<file path="src/rtl/core_run_sequencer.sv">
// Host-side run sequencer: preloads core data memory, pulses core reset/start,
// times the run until done (or timeout) and streams the result window back out.
module core_run_sequencer #(
    parameter int unsigned PRELOAD_LEN    = 64,
    parameter logic [7:0]  RESULT_BASE    = 8'd64,
    parameter int unsigned RESULT_LEN     = 32,
    parameter int unsigned RESET_CYCLES   = 2,
    parameter logic [15:0] TIMEOUT_CYCLES = 16'd50000
) (
    input  logic        clk,
    input  logic        reset,
    input  logic        go,
    input  logic [7:0]  in_data,
    input  logic        in_valid,
    output logic        in_ready,
    output logic [7:0]  mem_addr,
    output logic [7:0]  mem_wdata,
    output logic        mem_wen,
    input  logic [7:0]  mem_rdata,
    output logic        core_reset,
    output logic        core_start,
    input  logic        core_done,
    output logic [7:0]  out_data,
    output logic        out_valid,
    input  logic        out_ready,
    output logic        busy,
    output logic        finished,
    output logic        timed_out,
    output logic [15:0] cycle_count
);

    localparam int unsigned   RW        = (RESET_CYCLES > 1) ? $clog2(RESET_CYCLES) : 1;
    localparam logic [RW-1:0] RST_LAST  = RW'(RESET_CYCLES - 1);
    localparam logic [7:0]    LOAD_LAST = 8'(PRELOAD_LEN - 1);
    localparam logic [7:0]    DUMP_LAST = 8'(RESULT_LEN - 1);

    typedef enum logic [2:0] {
        S_IDLE,
        S_LOAD,
        S_RESET_CORE,
        S_START,
        S_RUN,
        S_DUMP,
        S_FINISH,
        S_ERROR
    } state_t;

    state_t        state_q, state_d;
    logic [7:0]    idx_q, idx_d;
    logic [RW-1:0] rcnt_q, rcnt_d;
    logic [15:0]   cyc_q, cyc_d;
    logic [7:0]    k_q, k_d;
    logic          primed_q, primed_d;
    logic [7:0]    odata_q, odata_d;
    logic          ovalid_q, ovalid_d;
    logic [15:0]   cyc_inc;
    logic          prefetch;

    assign cyc_inc  = (cyc_q == 16'hFFFF) ? cyc_q : cyc_q + 16'd1;
    // While a byte is presented, the next address is already driven so its
    // read data is ready the cycle after the handshake (2 cycles per byte).
    assign prefetch = ovalid_q && (k_q != DUMP_LAST);

    always_ff @(posedge clk) begin
        if (reset) begin
            state_q  <= S_IDLE;
            idx_q    <= '0;
            rcnt_q   <= '0;
            cyc_q    <= '0;
            k_q      <= '0;
            primed_q <= 1'b0;
            odata_q  <= '0;
            ovalid_q <= 1'b0;
        end else begin
            state_q  <= state_d;
            idx_q    <= idx_d;
            rcnt_q   <= rcnt_d;
            cyc_q    <= cyc_d;
            k_q      <= k_d;
            primed_q <= primed_d;
            odata_q  <= odata_d;
            ovalid_q <= ovalid_d;
        end
    end

    always_comb begin
        state_d    = state_q;
        idx_d      = idx_q;
        rcnt_d     = rcnt_q;
        cyc_d      = cyc_q;
        k_d        = k_q;
        primed_d   = primed_q;
        odata_d    = odata_q;
        ovalid_d   = ovalid_q;
        in_ready   = 1'b0;
        mem_addr   = '0;
        mem_wdata  = '0;
        mem_wen    = 1'b0;
        core_reset = 1'b0;
        core_start = 1'b0;
        busy       = 1'b0;
        finished   = 1'b0;
        timed_out  = 1'b0;

        case (state_q)
            S_IDLE: begin
                core_reset = 1'b1;
                if (go) begin
                    state_d = S_LOAD;
                    idx_d   = '0;
                    cyc_d   = '0;
                end
            end
            S_LOAD: begin
                busy       = 1'b1;
                core_reset = 1'b1;
                in_ready   = 1'b1;
                mem_addr   = idx_q;
                if (in_valid) begin
                    mem_wen   = 1'b1;
                    mem_wdata = in_data;
                    idx_d     = idx_q + 8'd1;
                    if (idx_q == LOAD_LAST) begin
                        state_d = S_RESET_CORE;
                        rcnt_d  = '0;
                    end
                end
            end
            S_RESET_CORE: begin
                busy       = 1'b1;
                core_reset = 1'b1;
                if (rcnt_q == RST_LAST) begin
                    state_d = S_START;
                end else begin
                    rcnt_d = rcnt_q + RW'(1);
                end
            end
            S_START: begin
                busy       = 1'b1;
                core_start = 1'b1;
                state_d    = S_RUN;
            end
            S_RUN: begin
                busy = 1'b1;
                if (core_done) begin
                    cyc_d    = cyc_inc;
                    state_d  = S_DUMP;
                    k_d      = '0;
                    primed_d = 1'b0;
                    ovalid_d = 1'b0;
                end else if (cyc_q == TIMEOUT_CYCLES) begin
                    state_d = S_ERROR;
                end else begin
                    cyc_d = cyc_inc;
                end
            end
            S_DUMP: begin
                busy     = 1'b1;
                mem_addr = RESULT_BASE + k_q + {7'd0, prefetch};
                if (!ovalid_q) begin
                    // First DUMP cycle only fetches; later ones capture the
                    // data addressed during the preceding cycle.
                    if (primed_q) begin
                        odata_d  = mem_rdata;
                        ovalid_d = 1'b1;
                    end else begin
                        primed_d = 1'b1;
                    end
                end else if (out_ready) begin
                    ovalid_d = 1'b0;
                    k_d      = k_q + 8'd1;
                    if (k_q == DUMP_LAST) begin
                        state_d = S_FINISH;
                    end
                end
            end
            S_FINISH: begin
                finished = 1'b1;
                if (go) begin
                    state_d = S_LOAD;
                    idx_d   = '0;
                    cyc_d   = '0;
                end
            end
            S_ERROR: begin
                timed_out  = 1'b1;
                core_reset = 1'b1;
                if (go) begin
                    state_d = S_LOAD;
                    idx_d   = '0;
                    cyc_d   = '0;
                end
            end
            default: state_d = S_IDLE;
        endcase
    end

    assign out_data    = odata_q;
    assign out_valid   = ovalid_q;
    assign cycle_count = cyc_q;

endmodule

</file>
<file path="config.mk">
export PLATFORM = sky130hd
export DESIGN_NAME = core_run_sequencer
export DESIGN_NICKNAME = d
export VERILOG_FILES = /design/src/rtl/core_run_sequencer.sv
export SDC_FILE = /design/constraint.sdc
export NUM_CORES = 1
export LEC_CHECK = 0
export CAP_MARGIN = 40
export CORE_ASPECT_RATIO = 0.9
export CORE_MARGIN = 4
export CORE_UTILIZATION = 45
export CTS_CLUSTER_DIAMETER = 30
export DETAILED_ROUTE_END_ITERATION = 16
export DONT_BUFFER_PORTS = 1
export HOLD_SLACK_MARGIN = 0.02
export MAX_ROUTING_LAYER = met4
export PLACE_DENSITY = 0.66
export SLEW_MARGIN = 0
export SYNTH_ARGS = -nofsm -noshare
export SYNTH_HDL_FRONTEND = slang
export SYNTH_SLANG_ARGS = --single-unit
</file>
<file path="constraint.sdc">
create_clock -name clk -period 6.6 [get_ports clk]
set_input_delay 1.32 -clock clk [delete_from_list [all_inputs] [get_ports clk]]
set_output_delay 1.32 -clock clk [all_outputs]
set_load 0.01 [all_outputs]
</file>
==> impl_metrics.toml <==
[finish]
drive_gt1_share_pct = 7.06
area_delta_synth_final_pct = 3.42
fin_nets = 368
fillCellCount = 590
diodes = 0

[floorplanning]
fp.dieH_microns = 82.5
core-area_sq_mm = 0.00582
rows = 26
initial_core_util_pct = 47.7
die_w_microns = 90.8
io_pins = 70
dieArea_sq_mm = 0.00749

[worst_setup_path]
critPathKind = "reg -> out"
r2r_slack_ns = 3.90
arrival_ns = 2.66
path_max_fanout = 8
reg2reg_from = "state_q[2]$_SDFFE_PP0P_"
start_kind = "register"
rr_worst_depth = 7
setup.worst_path.end_class = "primary output"
r2r_end = "cycle_count[11]$_SDFFE_PP0P_"
cp_data_required_time_ns = 5.28

[logic_synthesis]
yosys_warnings = 0
yosysSeqAreaShare_pct = 33.2
synth_top_area_cell = "dfxtp_1"
syn_nets = 381
synth_edf_count = 0
syn_area_sq_mm = 0.00278
ys_dominant_reg_cell = "dfxtp_1"
syn_avg_cell_area_sq_um = 7.89
syn_inst = 352
synth.area.top_cells = "dfxtp_1 33%, nor2_1 4.7%, a21oi_1 4.7%, nand3_1 4.7%, nand2_1 4.1%"
ys_ff_latch = 46
synthArstFlopShare_pct = 0
ys_types = 59
yosysTopAreaCellShare_pct = 33.2

[sta]
fin_skew_ns = 0.00955
timing.fmax_ghz = 0.251
max_slew_margin_pct = 42.7
tightestPinTransition_ns = 0.858
min_period_over_period_pct = 60.3
fin_setup_tns_ns = 0
rsz0062_at_grt = "false"
layout_min_cycle_time_ns = 3.98
finalMaxSlewViolations = 0
final-hold-violation-count = 0
setup_viol = 0

[min_path]
hp-class = "reg -> reg"
hold_depth = 2
worstHoldStart = "rcnt_q$_SDFFE_PP0P_"
whs_endpoint = "rcnt_q$_SDFFE_PP0P_"

[grt]
grt_overflow = 0
grt_usage_pct = 19.5
grt_pass1_wl_microns = 11600
grt_antenna_before_repair = 0
grt_max_degree = 35
grt_pass1_vias = 2392

[power_and_ir_drop]
power_w = 0.000503
powerDensity_mw_per_mm2 = 175
max-vdd-ir-drop_mv = 0.0846
p_leak_nw = 0.919

[run_status]
status = "finished, final reports clean"

[cts]
ctsResizeCount = 0
cts_buffer_depth = 2
root_buffer = "clkbuf_8"
clk_pin_slew_worst_paths_ns = 0.09
cts_sinks = 46
h-tree-depth = 2
insertion_delay_ns = 0.30
cts_tree = "yes"
postCtsSetupRepairBufs = 0
cts_made_buffers = 5
hold_buffers = 0

[placed_design]
gp_congestion = 0.849
port_buffers = 0
dp_hpwl_microns = 5120

[detailed_routing]
dr.pass1.iters = 5
drt_iter0_markers = 181
drc = 0
vias = 2562
final_antenna_net_count = 0
routed_wl_microns = 6980
wl_per_cell_microns = 17.0
viasPerCell = 6.25

[job]
max_cap_violations = 0
## cells in the final DEF, fill, tap and decap left out, drive strengths merged, types with 8 or more instances in the layout
cell type  count
dfxtp         46
and2          15
a21oi         26
nor2          35
nor3           8
nand3         27
nand2         30
o21ai         11
inv           12
nand4         11
xor2          12
## layout make-up
type	instances	area, sq um	area share, %
Tap cell	70	87.6	3.05
Inverter	12	45.0	1.57
Clock inverter	1	5.00	0.174
Timing Repair Buffer	3	20.0	0.697
Clock buffer	7	86.3	3.01
Multi-Input combinational cell	271	1710	59.4
Sequential cell	46	921	32.1
## report_power, final
part / switching, W / internal (W)
registers: 0.00000424 / 0.000279
clock network: 0.0000961 / 0.0000847
logic: 0.0000265 / 0.0000124
total: 0.000127 / 0.000376
## cell usage after synthesis, drive strengths merged (2+ instances only)
library cell / count
a211oi: 6
a21o: 2
a21oi: 26
a22oi: 2
a311oi: 3
a31o: 2
a31oi: 2
and2: 15
and3: 5
and4: 3
buf: 5
clkbuf: 18
dfxtp: 46
ha: 7
inv: 12
mux2i: 5
nand2: 30
nand2b: 4
nand3: 27
nand4: 11
nor2: 35
nor3: 8
nor4: 4
o211ai: 3
o21ai: 11
o221ai: 2
o22ai: 2
o311ai: 6
o31ai: 2
o41ai: 7
or2: 3
or3: 4
or4: 2
or4b: 2
xnor2: 5
xor2: 12
## per-stage QoR
step / utilization, % / hold slack [ns] / instance area, sq um / worst slack [ns] / std cells
5_1_grt: 49.3 / 0.515 / 2870 / 2.38 / 410
4_1_cts: 49.3 / 0.492 / 2870 / 2.59 / 410
3_5_place_dp: 47.7 / 0.480 / 2780 / 2.92 / 402
3_3_place_gp: 47.7 / 0.477 / 2780 / 2.90 / 401
6_report: 49.3 / 0.491 / 2870 / 2.62 / 410
2_1_floorplan: - / 0.456 / 2780 / 3.07 / 352
## sequential cells by signal (all words and copies together), names as in the netlist
| register | cells |
|---|---|
| rcnt_q | 1 |
| out_valid | 1 |
| primed_q | 1 |
| k_q | 8 |
| state_q | 3 |
| cycle_count | 16 |
| idx_q | 8 |
| out_data | 8 |
## routing by layer
layer	routed length (microns)	GRT usage (%)
met5	0	-
met4	80	4.97
met3	562	5.71
met2	3160	31.8
met1	3170	24.0
## worst max-delay path by stage
stage / slack [ns] / endpoint / cells past startpoint / start
after CTS: 2.59 / mem_addr[4] / 9 / k_q[1]$_SDFFE_PP0P_
final: 2.62 / mem_addr[4] / 9 / k_q[1]$_SDFFE_PP0P_
after floorplan: 3.07 / mem_wdata[0] / 3 / in_valid
after global placement: 2.90 / mem_wdata[2] / 3 / in_valid
after global routing: 2.38 / mem_addr[4] / 9 / k_q[0]$_SDFFE_PP0P_
after detailed placement: 2.92 / mem_addr[4] / 9 / k_q[0]$_SDFFE_PP0P_
## cells by family (layout without fill, tap and decap cells)
kind of cell,count (synthesis),in the layout,share of synthesized area (%)
multiplexers,6,6,2.21
adder cells (fa/ha/maj),7,7,3.15
XOR/XNOR,17,17,5.36
AO/OA/AOI/OAI,83,83,21.3
flip-flops,46,46,33.2
buffers and inverters,35,23,5.36
AND/OR/NAND/NOR,158,158,29.5
## worst max-delay path, cell delays in order (launching register included)
cell and delay, ns:
dfxtp_1 0.47, ha_1 0.26, nand2b_1 0.07, nor4_1 0.38
nor2b_1 0.14, ha_1 0.21, ha_1 0.22, nand3_1 0.11
xor2_1 0.08, a211oi_1 0.41
(Power assumes the default switching activity.)
